--- config.mk ---
export PLATFORM = sky130hd
export DESIGN_NAME = td_format_detect
export DESIGN_NICKNAME = d
export VERILOG_FILES = /design/src/rtl/td_detect_pkg.sv /design/src/rtl/td_sync_edge.sv /design/src/rtl/td_format_detect.sv
export SDC_FILE = /design/constraint.sdc
export NUM_CORES = 1
export LEC_CHECK = 0
export ABC_AREA = 1
export CORE_MARGIN = 2
export CORE_UTILIZATION = 46
export CTS_BUF_LIST = sky130_fd_sc_hd__clkbuf_16
export DETAILED_ROUTE_END_ITERATION = 10
export PLACE_DENSITY = 0.71
export SETUP_SLACK_MARGIN = 0.15
export SYNTH_ARGS = -nofsm -noshare
export SYNTH_HDL_FRONTEND = slang
export SYNTH_HIERARCHICAL = 1
export SYNTH_SLANG_ARGS = --single-unit
--- constraint.sdc ---
create_clock -name iCLK -period 5.3 [get_ports iCLK]
set_input_delay 0.53 -clock iCLK [delete_from_list [all_inputs] [get_ports iCLK]]
set_output_delay 0.53 -clock iCLK [all_outputs]
set_load 0.02 [all_outputs]
--- src/rtl/td_detect_pkg.sv ---
// ---------------------------------------------------------------------------
// td_detect_pkg: shared types and default windows for the TV format detector.
// Rev 1.0
// ---------------------------------------------------------------------------
`default_nettype none

package td_detect_pkg;

  typedef enum logic [1:0] {
    FMT_NONE = 2'd0,
    FMT_NTSC = 2'd1,
    FMT_PAL  = 2'd2
  } fmt_t;

  typedef enum logic [1:0] {
    ST_SEARCH  = 2'd0,
    ST_MEASURE = 2'd1,
    ST_LOCKED  = 2'd2
  } state_t;

  localparam int LCNT_W_DEF        = 10;
  localparam int STABLE_FIELDS_DEF = 4;
  localparam int NTSC_MIN_DEF      = 258;
  localparam int NTSC_MAX_DEF      = 266;
  localparam int PAL_MIN_DEF       = 308;
  localparam int PAL_MAX_DEF       = 316;
  localparam int HS_TIMEOUT_DEF    = 4096;
  localparam int HPER_W_DEF        = 16;
  localparam int HPER_MIN_DEF      = 1500;
  localparam int HPER_MAX_DEF      = 1800;

endpackage

`default_nettype wire

--- src/rtl/td_sync_edge.sv ---
// ---------------------------------------------------------------------------
// td_sync_edge: 2-FF synchroniser with single-cycle rise pulse.
// Rev 1.0
// ---------------------------------------------------------------------------
`default_nettype none

module td_sync_edge (
  input  logic clk_i,
  input  logic rst_ni,
  input  logic async_i,
  output logic rise_o
);

  logic [2:0] sync_q;

  always_ff @(posedge clk_i or negedge rst_ni) begin
    if (!rst_ni) begin
      sync_q <= '0;
    end else begin
      sync_q <= {sync_q[1:0], async_i};
    end
  end

  // Decoded from the second and third stages only, so the pulse is glitch-free;
  // the consumer registers its effect, giving the third-edge output latency.
  assign rise_o = sync_q[1] & ~sync_q[2];

endmodule

`default_nettype wire

--- src/rtl/td_format_detect.sv ---
// ---------------------------------------------------------------------------
// td_format_detect: NTSC/PAL field classifier with lock, loss and change flags.
// Rev 1.0. Optional line-period qualification: define TD_DETECT_HPERIOD_EN.
// ---------------------------------------------------------------------------
`default_nettype none

module td_format_detect
  import td_detect_pkg::*;
#(
  parameter int LCNT_W        = LCNT_W_DEF,
  parameter int STABLE_FIELDS = STABLE_FIELDS_DEF,
  parameter int NTSC_MIN      = NTSC_MIN_DEF,
  parameter int NTSC_MAX      = NTSC_MAX_DEF,
  parameter int PAL_MIN       = PAL_MIN_DEF,
  parameter int PAL_MAX       = PAL_MAX_DEF,
  parameter int HS_TIMEOUT    = HS_TIMEOUT_DEF,
  parameter int HPER_W        = HPER_W_DEF,
  parameter int HPER_MIN      = HPER_MIN_DEF,
  parameter int HPER_MAX      = HPER_MAX_DEF
) (
  input  logic              iCLK,
  input  logic              iRST_N,
  input  logic              iTD_HS,
  input  logic              iTD_VS,
  output logic              oTD_Stable,
  output logic              oNTSC,
  output logic              oPAL,
  output logic [LCNT_W-1:0] oLines,
  output logic [HPER_W-1:0] oLine_Period,
  output logic              oFmt_Change
);

  localparam int c_idle_w = $clog2(HS_TIMEOUT + 1);

  localparam logic [LCNT_W-1:0]   c_lmax     = '1;
  localparam logic [LCNT_W-1:0]   c_ntsc_min = LCNT_W'(NTSC_MIN);
  localparam logic [LCNT_W-1:0]   c_ntsc_max = LCNT_W'(NTSC_MAX);
  localparam logic [LCNT_W-1:0]   c_pal_min  = LCNT_W'(PAL_MIN);
  localparam logic [LCNT_W-1:0]   c_pal_max  = LCNT_W'(PAL_MAX);
  localparam logic [c_idle_w-1:0] c_timeout  = c_idle_w'(HS_TIMEOUT);
  localparam logic [3:0]          c_stable   = 4'(STABLE_FIELDS);

  if (STABLE_FIELDS < 1 || STABLE_FIELDS > 15 || NTSC_MIN > NTSC_MAX ||
      PAL_MIN > PAL_MAX || HPER_MIN > HPER_MAX) begin : g_cfg_check
    $error("td_format_detect: invalid parameter set");
  end

  logic w_hs_rise;
  logic w_vs_rise;

  td_sync_edge u_hs_sync (
    .clk_i   (iCLK),
    .rst_ni  (iRST_N),
    .async_i (iTD_HS),
    .rise_o  (w_hs_rise)
  );

  td_sync_edge u_vs_sync (
    .clk_i   (iCLK),
    .rst_ni  (iRST_N),
    .async_i (iTD_VS),
    .rise_o  (w_vs_rise)
  );

  state_t                state_q,    state_d;
  fmt_t                  class_q,    class_d;
  logic [LCNT_W-1:0]     line_cnt_q, line_cnt_d;
  logic [LCNT_W-1:0]     lines_q,    lines_d;
  logic [c_idle_w-1:0]   idle_q,     idle_d;
  logic [3:0]            match_q,    match_d;
  logic                  stable_q,   stable_d;
  logic                  chg_q,      chg_d;

  logic [LCNT_W-1:0]     w_field;
  fmt_t                  w_cls;
  logic [3:0]            w_match;
  logic                  w_loss;
  logic                  w_per_ok;

  // An HS landing on the VS cycle belongs to the field that is ending.
  assign w_field = (w_hs_rise && (line_cnt_q != c_lmax)) ? line_cnt_q + LCNT_W'(1) : line_cnt_q;

  assign w_loss = (idle_q == c_timeout) || ((line_cnt_q == c_lmax) && !w_vs_rise);

`ifdef TD_DETECT_HPERIOD_EN
  logic [HPER_W-1:0] per_cnt_q, per_cnt_d;
  logic [HPER_W-1:0] period_q,  period_d;
  logic              bad_q,     bad_d;
  logic [HPER_W-1:0] w_per;
  logic              w_per_bad;

  localparam logic [HPER_W-1:0] c_hper_min = HPER_W'(HPER_MIN);
  localparam logic [HPER_W-1:0] c_hper_max = HPER_W'(HPER_MAX);

  assign w_per     = (per_cnt_q == '1) ? per_cnt_q : per_cnt_q + HPER_W'(1);
  assign w_per_bad = w_hs_rise && ((w_per < c_hper_min) || (w_per > c_hper_max));
  assign w_per_ok  = !(bad_q || w_per_bad);

  always_comb begin
    per_cnt_d = w_hs_rise ? '0 : w_per;
    period_d  = w_hs_rise ? w_per : period_q;
    bad_d     = bad_q | w_per_bad;
    if (w_vs_rise || w_loss || (state_q == ST_SEARCH)) begin
      bad_d = 1'b0;
    end
  end

  always_ff @(posedge iCLK or negedge iRST_N) begin
    if (!iRST_N) begin
      per_cnt_q <= '0;
      period_q  <= '0;
      bad_q     <= 1'b0;
    end else begin
      per_cnt_q <= per_cnt_d;
      period_q  <= period_d;
      bad_q     <= bad_d;
    end
  end

  assign oLine_Period = period_q;
`else
  assign w_per_ok     = 1'b1;
  assign oLine_Period = '0;
`endif

  always_comb begin
    idle_d = idle_q;
    if (w_hs_rise) begin
      idle_d = '0;
    end else if (idle_q != c_timeout) begin
      idle_d = idle_q + c_idle_w'(1);
    end
  end

  always_comb begin
    w_cls = FMT_NONE;
    if (w_per_ok) begin
      if ((w_field >= c_ntsc_min) && (w_field <= c_ntsc_max)) begin
        w_cls = FMT_NTSC;
      end else if ((w_field >= c_pal_min) && (w_field <= c_pal_max)) begin
        w_cls = FMT_PAL;
      end
    end
  end

  always_comb begin
    w_match = 4'd0;
    if (w_cls != FMT_NONE) begin
      if (w_cls != class_q) begin
        w_match = 4'd1;
      end else if (match_q >= c_stable) begin
        w_match = c_stable;
      end else begin
        w_match = match_q + 4'd1;
      end
    end
  end

  always_comb begin
    state_d    = state_q;
    class_d    = class_q;
    line_cnt_d = line_cnt_q;
    lines_d    = lines_q;
    match_d    = match_q;
    stable_d   = stable_q;
    chg_d      = 1'b0;
    if (w_loss) begin
      // Loss overrides a coincident VS: that field is discarded, oLines holds.
      state_d    = ST_SEARCH;
      class_d    = FMT_NONE;
      line_cnt_d = '0;
      match_d    = 4'd0;
      stable_d   = 1'b0;
      chg_d      = (class_q != FMT_NONE);
    end else begin
      case (state_q)
        ST_SEARCH: begin
          line_cnt_d = '0;
          if (w_vs_rise) begin
            state_d = ST_MEASURE;
          end
        end
        ST_MEASURE, ST_LOCKED: begin
          if (w_vs_rise) begin
            line_cnt_d = '0;
            lines_d    = w_field;
            class_d    = w_cls;
            match_d    = w_match;
            stable_d   = (w_match == c_stable) && (w_cls != FMT_NONE);
            chg_d      = (w_cls != class_q);
            state_d    = stable_d ? ST_LOCKED : ST_MEASURE;
          end else if (w_hs_rise && (line_cnt_q != c_lmax)) begin
            line_cnt_d = line_cnt_q + LCNT_W'(1);
          end
        end
        default: begin
          state_d = ST_SEARCH;
        end
      endcase
    end
  end

  always_ff @(posedge iCLK or negedge iRST_N) begin
    if (!iRST_N) begin
      state_q    <= ST_SEARCH;
      class_q    <= FMT_NONE;
      line_cnt_q <= '0;
      lines_q    <= '0;
      idle_q     <= '0;
      match_q    <= 4'd0;
      stable_q   <= 1'b0;
      chg_q      <= 1'b0;
    end else begin
      state_q    <= state_d;
      class_q    <= class_d;
      line_cnt_q <= line_cnt_d;
      lines_q    <= lines_d;
      idle_q     <= idle_d;
      match_q    <= match_d;
      stable_q   <= stable_d;
      chg_q      <= chg_d;
    end
  end

  assign oTD_Stable  = stable_q;
  assign oNTSC       = (class_q == FMT_NTSC);
  assign oPAL        = (class_q == FMT_PAL);
  assign oLines      = lines_q;
  assign oFmt_Change = chg_q;

endmodule

`default_nettype wire

---- Word-level counts from Yosys, hierarchy flattened ----
Index checks and enable logic that the tools add are counted.
cells by class
  $add $sub $neg .......................... 3
  order comparisons ....................... 5
  eq/ne operators ......................... 12
  multiplexer cells ....................... 28
  bitwise logic cells ..................... 5
  reduce and logical (&&, ||, !) cells .... 18
operators by type and width
  kind                                                                                   count
  10-bit two-way mux                                                                     3
  13-bit two-way mux                                                                     2
  4-bit two-way mux                                                                      6
  10-bit by 9-bit greater-or-equal comparator with 1-bit output (second input constant)  2
  10-bit by 9-bit less-or-equal comparator with 1-bit output (second input constant)     2
  10-bit case mux with 2 select lines                                                    1
  2-bit two-way mux                                                                      9
  13-bit by 1-bit adder with 13-bit output (second input constant)                       1
  13-bit equality test (second input constant)                                           1
  13-bit inequality test (second input constant)                                         1
  10-bit by 1-bit adder with 10-bit output (second input constant)                       1
  10-bit equality test (second input constant)                                           1
  10-bit inequality test (second input constant)                                         1
  2-bit nonzero test                                                                     5
  1-bit two-way mux                                                                      6
  3-bit inequality test (second input constant)                                          2
  1-bit logical AND                                                                      5
  4-bit by 1-bit adder with 4-bit output (second input constant)                         1
  2-bit by 1-bit equality test with 1-bit output (second input constant)                 2
  2-bit equality test (second input constant)                                            2
  4-bit by 3-bit equality test with 1-bit output (second input constant)                 1
  4-bit by 3-bit greater-or-equal comparator with 1-bit output (second input constant)   1
  2-bit case mux with 2 select lines                                                     1
  2-bit AND reduction                                                                    2
  other kinds (9)                                                                        12
storage, ports and cells
  register bits after elaboration ......... 49
  input port bits ......................... 4

---- Longest topological paths before layout ----
  depth in word-level cells ............... 17
  depth in mapped cells ................... 20

---- Cells and area by module ----
The synthesis kept the hierarchy.
modules (own cells, without submodules)
  module            times used  cells an instance  area each (µm²)  sequential area each (µm²)
  td_format_detect  1           357                2680.1           1076.0
  td_sync_edge      2           5                  85.1             75.1

---- Least setup slack after synthesis ----
Ideal clock, no wire load.
  path kind ............................... reg-to-reg
  from .................................... register line_cnt_q[0]
  to ...................................... register state_q[0]
  arrival ................................. 1947 ps
  required time ........................... 5183 ps
  path slack .............................. 3236 ps
  stages on the path, launching flop included .. 19
  period minus slack after synthesis ...... 2064 ps
  path through ............................ dfrtp_1 -> ha_1 -> nand2_1 -> nor2_2 -> nand3_4 -> buf_6 -> nand3_1 -> nand2_1 -> nand3_2 -> nor2_4 -> nand3_2 -> nand2_2 -> nand2_2 -> clkinv_2 -> nand3_2 -> nor2_2 -> nand3_1 -> nand2_1 -> nand2_1
on the way
  word-level cells in the longest chain between the ends .. 16
  elaborated cells between the ends (all ways) .. 28
  those cells by class .................... 1 x add/sub; 4 x order compare; 6 x eq/ne; 9 x mux; 8 x reduce/logical
ends and longest elaborated chain
  item                                                                                               RTL line                 source
  start, declared                                                                                    td_format_detect.sv:67   logic [LCNT_W-1:0] line_cnt_q, line_cnt_d;
  start signal, assigned                                                                             td_format_detect.sv:216  line_cnt_q <= line_cnt_d;
  parallel branches: the longest is 16 deep, another holds 10-bit by 1-bit adder with 10-bit output  n/a
  end signal, assigned                                                                               td_format_detect.sv:214  state_q <= state_d;
  end, declared                                                                                      td_format_detect.sv:65   state_t state_q, state_d;
Several ways; the timed one is not identified. The select of a mux whose other input is x is not followed.
A chain may end at the register's enable or synchronous reset.

---- Worst setup path after layout ----
  from .................................... register u_hs_sync.sync_q[1]
  to ...................................... register state_q[0]
on the way
  word-level cells in the longest chain between the ends .. 16
  elaborated cells between the ends (all ways) .. 21
  those cells by class .................... 4 x order compare; 2 x eq/ne; 9 x mux; 1 x bitwise; 5 x reduce/logical
ends and longest elaborated chain
  item                                                                                                                                         RTL line                 source
  start, declared                                                                                                                              td_sync_edge.sv:14       logic [2:0] sync_q;
  start signal, assigned                                                                                                                       td_sync_edge.sv:20       sync_q <= {sync_q[1:0], async_i};
  1-bit AND (*)                                                                                                                                td_sync_edge.sv:26       assign rise_o = sync_q[1] & ~sync_q[2];
  via w_hs_rise                                                                                                                                td_format_detect.sv:48   logic w_hs_rise;
  1-bit logical AND (*)                                                                                                                        td_format_detect.sv:81   assign w_field = (w_hs_rise && (line_cnt_q != c_lmax)) ? line_cnt_q + LCNT_W'(1) : line_cnt_q;
  10-bit two-way mux (*)                                                                                                                       n/a
  10-bit by 9-bit greater-or-equal comparator with 1-bit output or 10-bit by 9-bit less-or-equal comparator with 1-bit output (tied branches)  td_format_detect.sv:140  end else if ((w_field >= c_pal_min) && (w_field <= c_pal_max)) begin
  1-bit logical AND                                                                                                                            td_format_detect.sv:140
  2-bit two-way mux                                                                                                                            td_format_detect.sv:140
  2-bit two-way mux (*)                                                                                                                        td_format_detect.sv:138  if ((w_field >= c_ntsc_min) && (w_field <= c_ntsc_max)) begin
  2-bit inequality test                                                                                                                        td_format_detect.sv:149  if (w_cls != class_q) begin
  4-bit two-way mux                                                                                                                            td_format_detect.sv:149
  4-bit two-way mux                                                                                                                            td_format_detect.sv:148  if (w_cls != FMT_NONE) begin
  4-bit by 3-bit equality test with 1-bit output                                                                                               td_format_detect.sv:189  stable_d = (w_match == c_stable) && (w_cls != FMT_NONE);
  1-bit logical AND (*)                                                                                                                        td_format_detect.sv:189
  2-bit two-way mux (*)                                                                                                                        td_format_detect.sv:191  state_d = stable_d ? ST_LOCKED : ST_MEASURE;
  2-bit two-way mux (*)                                                                                                                        td_format_detect.sv:184  if (w_vs_rise) begin
  2-bit case mux with 2 select lines (*)                                                                                                       td_format_detect.sv:176  case (state_q)
  2-bit two-way mux (*)                                                                                                                        td_format_detect.sv:167  if (w_loss) begin
Mark *: on every way through the listed nets, which the timed path passes. The rest lies on a longest branch. The select of a mux whose other input is x is not followed.

==> metrics.yaml <==
hp-class: "reg -> reg"
ir_worst_vdd_uv: 212
drv_cap: 0
row_count: 28
drive_gt1_share_pct: 10.7
vias_per_cell: 4.96
nets: 393
max_stage_delay_ns: 0.54
insertion_delay_ns: 0.29
critPathTopFamily: "simple AND/OR/NAND/NOR gates"
critPathBufInv: 3
routed_wl_mm: 5.51
synthToLayoutAreaGrowth_pct: 11.0
timing.fmax_mhz: 339
max-clock-path-buffers: 2
drcViolationCount: 0
clkTransAtPathRegs_ns: 0.06
layout_setup_ws_ns: 2.35
hold_viol: 0
dp.cells: 451
syn_inst: 367
status: "complete, no violations"
rsz0062_at_grt: "no"
synth_area_per_cell_um2: 7.77
critical_path.cell_chain: "inv_1 > nor2_2 > inv_1 > nor2_2 > nand4_1 > nand2_1 > nand3_2 > nor2_4 > nand3_2 > nand2_2 > nand2_2 > clkinv_2 > nand3_2 > nor2_2 > nand3_1 > nand2_1 > nand2_1"
min_from: "u_vs_sync/sync_q[0]"
crit_fanout: 16
post_cts_buffers: 0
cts_hold_buf: 0
synth_area_leaders: "dfrtp_1 43%, nand2_1 11%, inv_1 6.7%"
skew_ns: 0.00401
end_kind: "flip-flop"
cts_max_level: 2
min_delay_path_depth: 0
placed_cell_area_mm2: 0.00300
r2r_cells: 17
grt_pass1_wl_mm: 9.49
critPathRequiredTime_ns: 5.48
netlist_top_cells_count: "85 x nand2_1, 51 x inv_1, 49 x dfrtp_1, 25 x nand3_1, 25 x nor2_1"
leakage_nw: 1.51
die_h_um: 82.7
die_w_um: 82.7
cts_root_buf: "clkbuf_16"
worst_pin_slew_ns: 1.07
grt_usage_pct: 18.4
cp.arrival_ns: 3.13
dpl.hpwl_mm: 4.11
fin_util_pct: 53.1
synth_top_area_share_pct: 43.0
start_util_pct: 47.9
synth.most_common_cell: "nand2_1"
synth_seq_cells: 49
async_reset_ff_share_pct: 100
synth_edf_count: 0
period_share_pct: 55.7
cts_tree: "built"
seq_area_frac_synth_pct: 43.0
fin_area_mm2: 0.00316
slew_violations: 0
clkSinkCount: 49
r2r-end: "state_q[0]"
crit_path_top_delay_cell: "nor2_2"
hold_end: "u_vs_sync/sync_q[1]"
place_ws_ns: 2.34
yosysUniqueCellTypes: 33
wl_per_cell_um: 12.0
r2r-start: "u_hs_sync/sync_q[1]"
ioPinCount: 34
routabilityCongestion: 0.887
drtIter0Drc: 95
r2r_slack_ns: 2.35
finalSetupViolCount: 0
dieArea_mm2: 0.00684
yosys_warnings: 6
grt_max_degree: 50
cts_buffers: 5
antenna_found_initial: 0
p_per_area_mw_per_mm2: 334
ctsResizeCount: 0
crit_type: "reg -> reg"
synth_area_mm2: 0.00285
final_antenna_net_count: 0
start_kind: "flip-flop"
grt_overflow: 0
synthFlopType: "dfrtp_1"
yosys.area.top_type: "dfrtp_1"
via_count: 2276
diodes: 0
tns_ns: 0
core_mm2: 0.00596
first_pass_iters: 4
port_buffers: 17
first_global_vias: 2151
post-route-min-period_ns: 2.95
instances_no_fill: 459
maxSlewHeadroom_pct: 28.6
-- power by group --
group          switching [mW]  internal, mW  total, mW
sequential             0.0353         0.418      0.453
clock                   0.129         0.219      0.348
combinational           0.163        0.0918      0.255
-- placed cells by master, fill, tap and decap left out, drive strengths merged, types with 9 or more instances in the layout --
cell            n
conb           16
dfrtp          49
a21oi           9
nand2          98
o21ai          21
nand3          31
o22ai          13
clkdlybuf4s50  16
nand4           9
inv            54
nor2           35
-- per-stage QoR --
stage / hold slack, ns / power [mW]
floorplan: 0.234 / 0.635
global placement: 0.333 / 0.709
detailed placement: 0.335 / 0.715
CTS: 0.349 / 1.07
global route: 0.369 / 1.12
finish: 0.348 / 1.06
-- routing by layer --
layer	track usage [%]	up-vias	part of all wire (%)
met3	4.13	11	4.4
li1	-	1191	-
met4	6.72	0	2.0
met1	24.5	1023	48
met5	0	-	0
met2	29.4	51	45
-- flip-flops by register name (all words and copies together) (netlist names) --
signal and flops:
class_q 2, idle_q 13, oLines 10, oTD_Stable 1
state_q 2, oFmt_Change 1, u_hs_sync/sync_q 3, line_cnt_q 10
u_vs_sync/sync_q 3, match_q 4
-- cells by family (layout without fill, tap and decap cells) --
| family | after synthesis | in the layout | share of synthesized area (%) |
|---|---|---|---|
| adder cells (fa/ha/maj) | 6 | 6 | 2.63 |
| flip-flops | 49 | 49 | 43.0 |
| AND/OR/NAND/NOR | 186 | 186 | 31.7 |
| AO/OA/AOI/OAI | 46 | 46 | 9.00 |
| buffers and inverters | 77 | 79 | 12.9 |
| other | 1 | 16 | 0.132 |
| XOR/XNOR | 2 | 2 | 0.615 |
-- final cells by class --
class,count,area (um^2)
fill,569,2790
clock inverter,3,37.5
timing repair buffer,17,165
multi-input combinational,256,1310
tap,75,93.8
clock buffer,5,125
inverter,54,204
sequential,49,1230
-- worst max-delay path by stage --
stage / slack [ns] / depth (start not counted) / from / end
2_1_floorplan: 3.24 / 18 / line_cnt_q[0] / state_q[0]
3_3_place_gp: 2.49 / 17 / u_hs_sync/sync_q[1] / oTD_Stable
3_5_place_dp: 2.34 / 17 / u_hs_sync/sync_q[1] / state_q[0]
4_1_cts: 2.30 / 17 / u_hs_sync/sync_q[1] / state_q[0]
5_1_grt: 2.00 / 17 / u_hs_sync/sync_q[1] / oTD_Stable
6_report: 2.35 / 17 / u_hs_sync/sync_q[1] / state_q[0]
(Power assumes the default switching activity.)
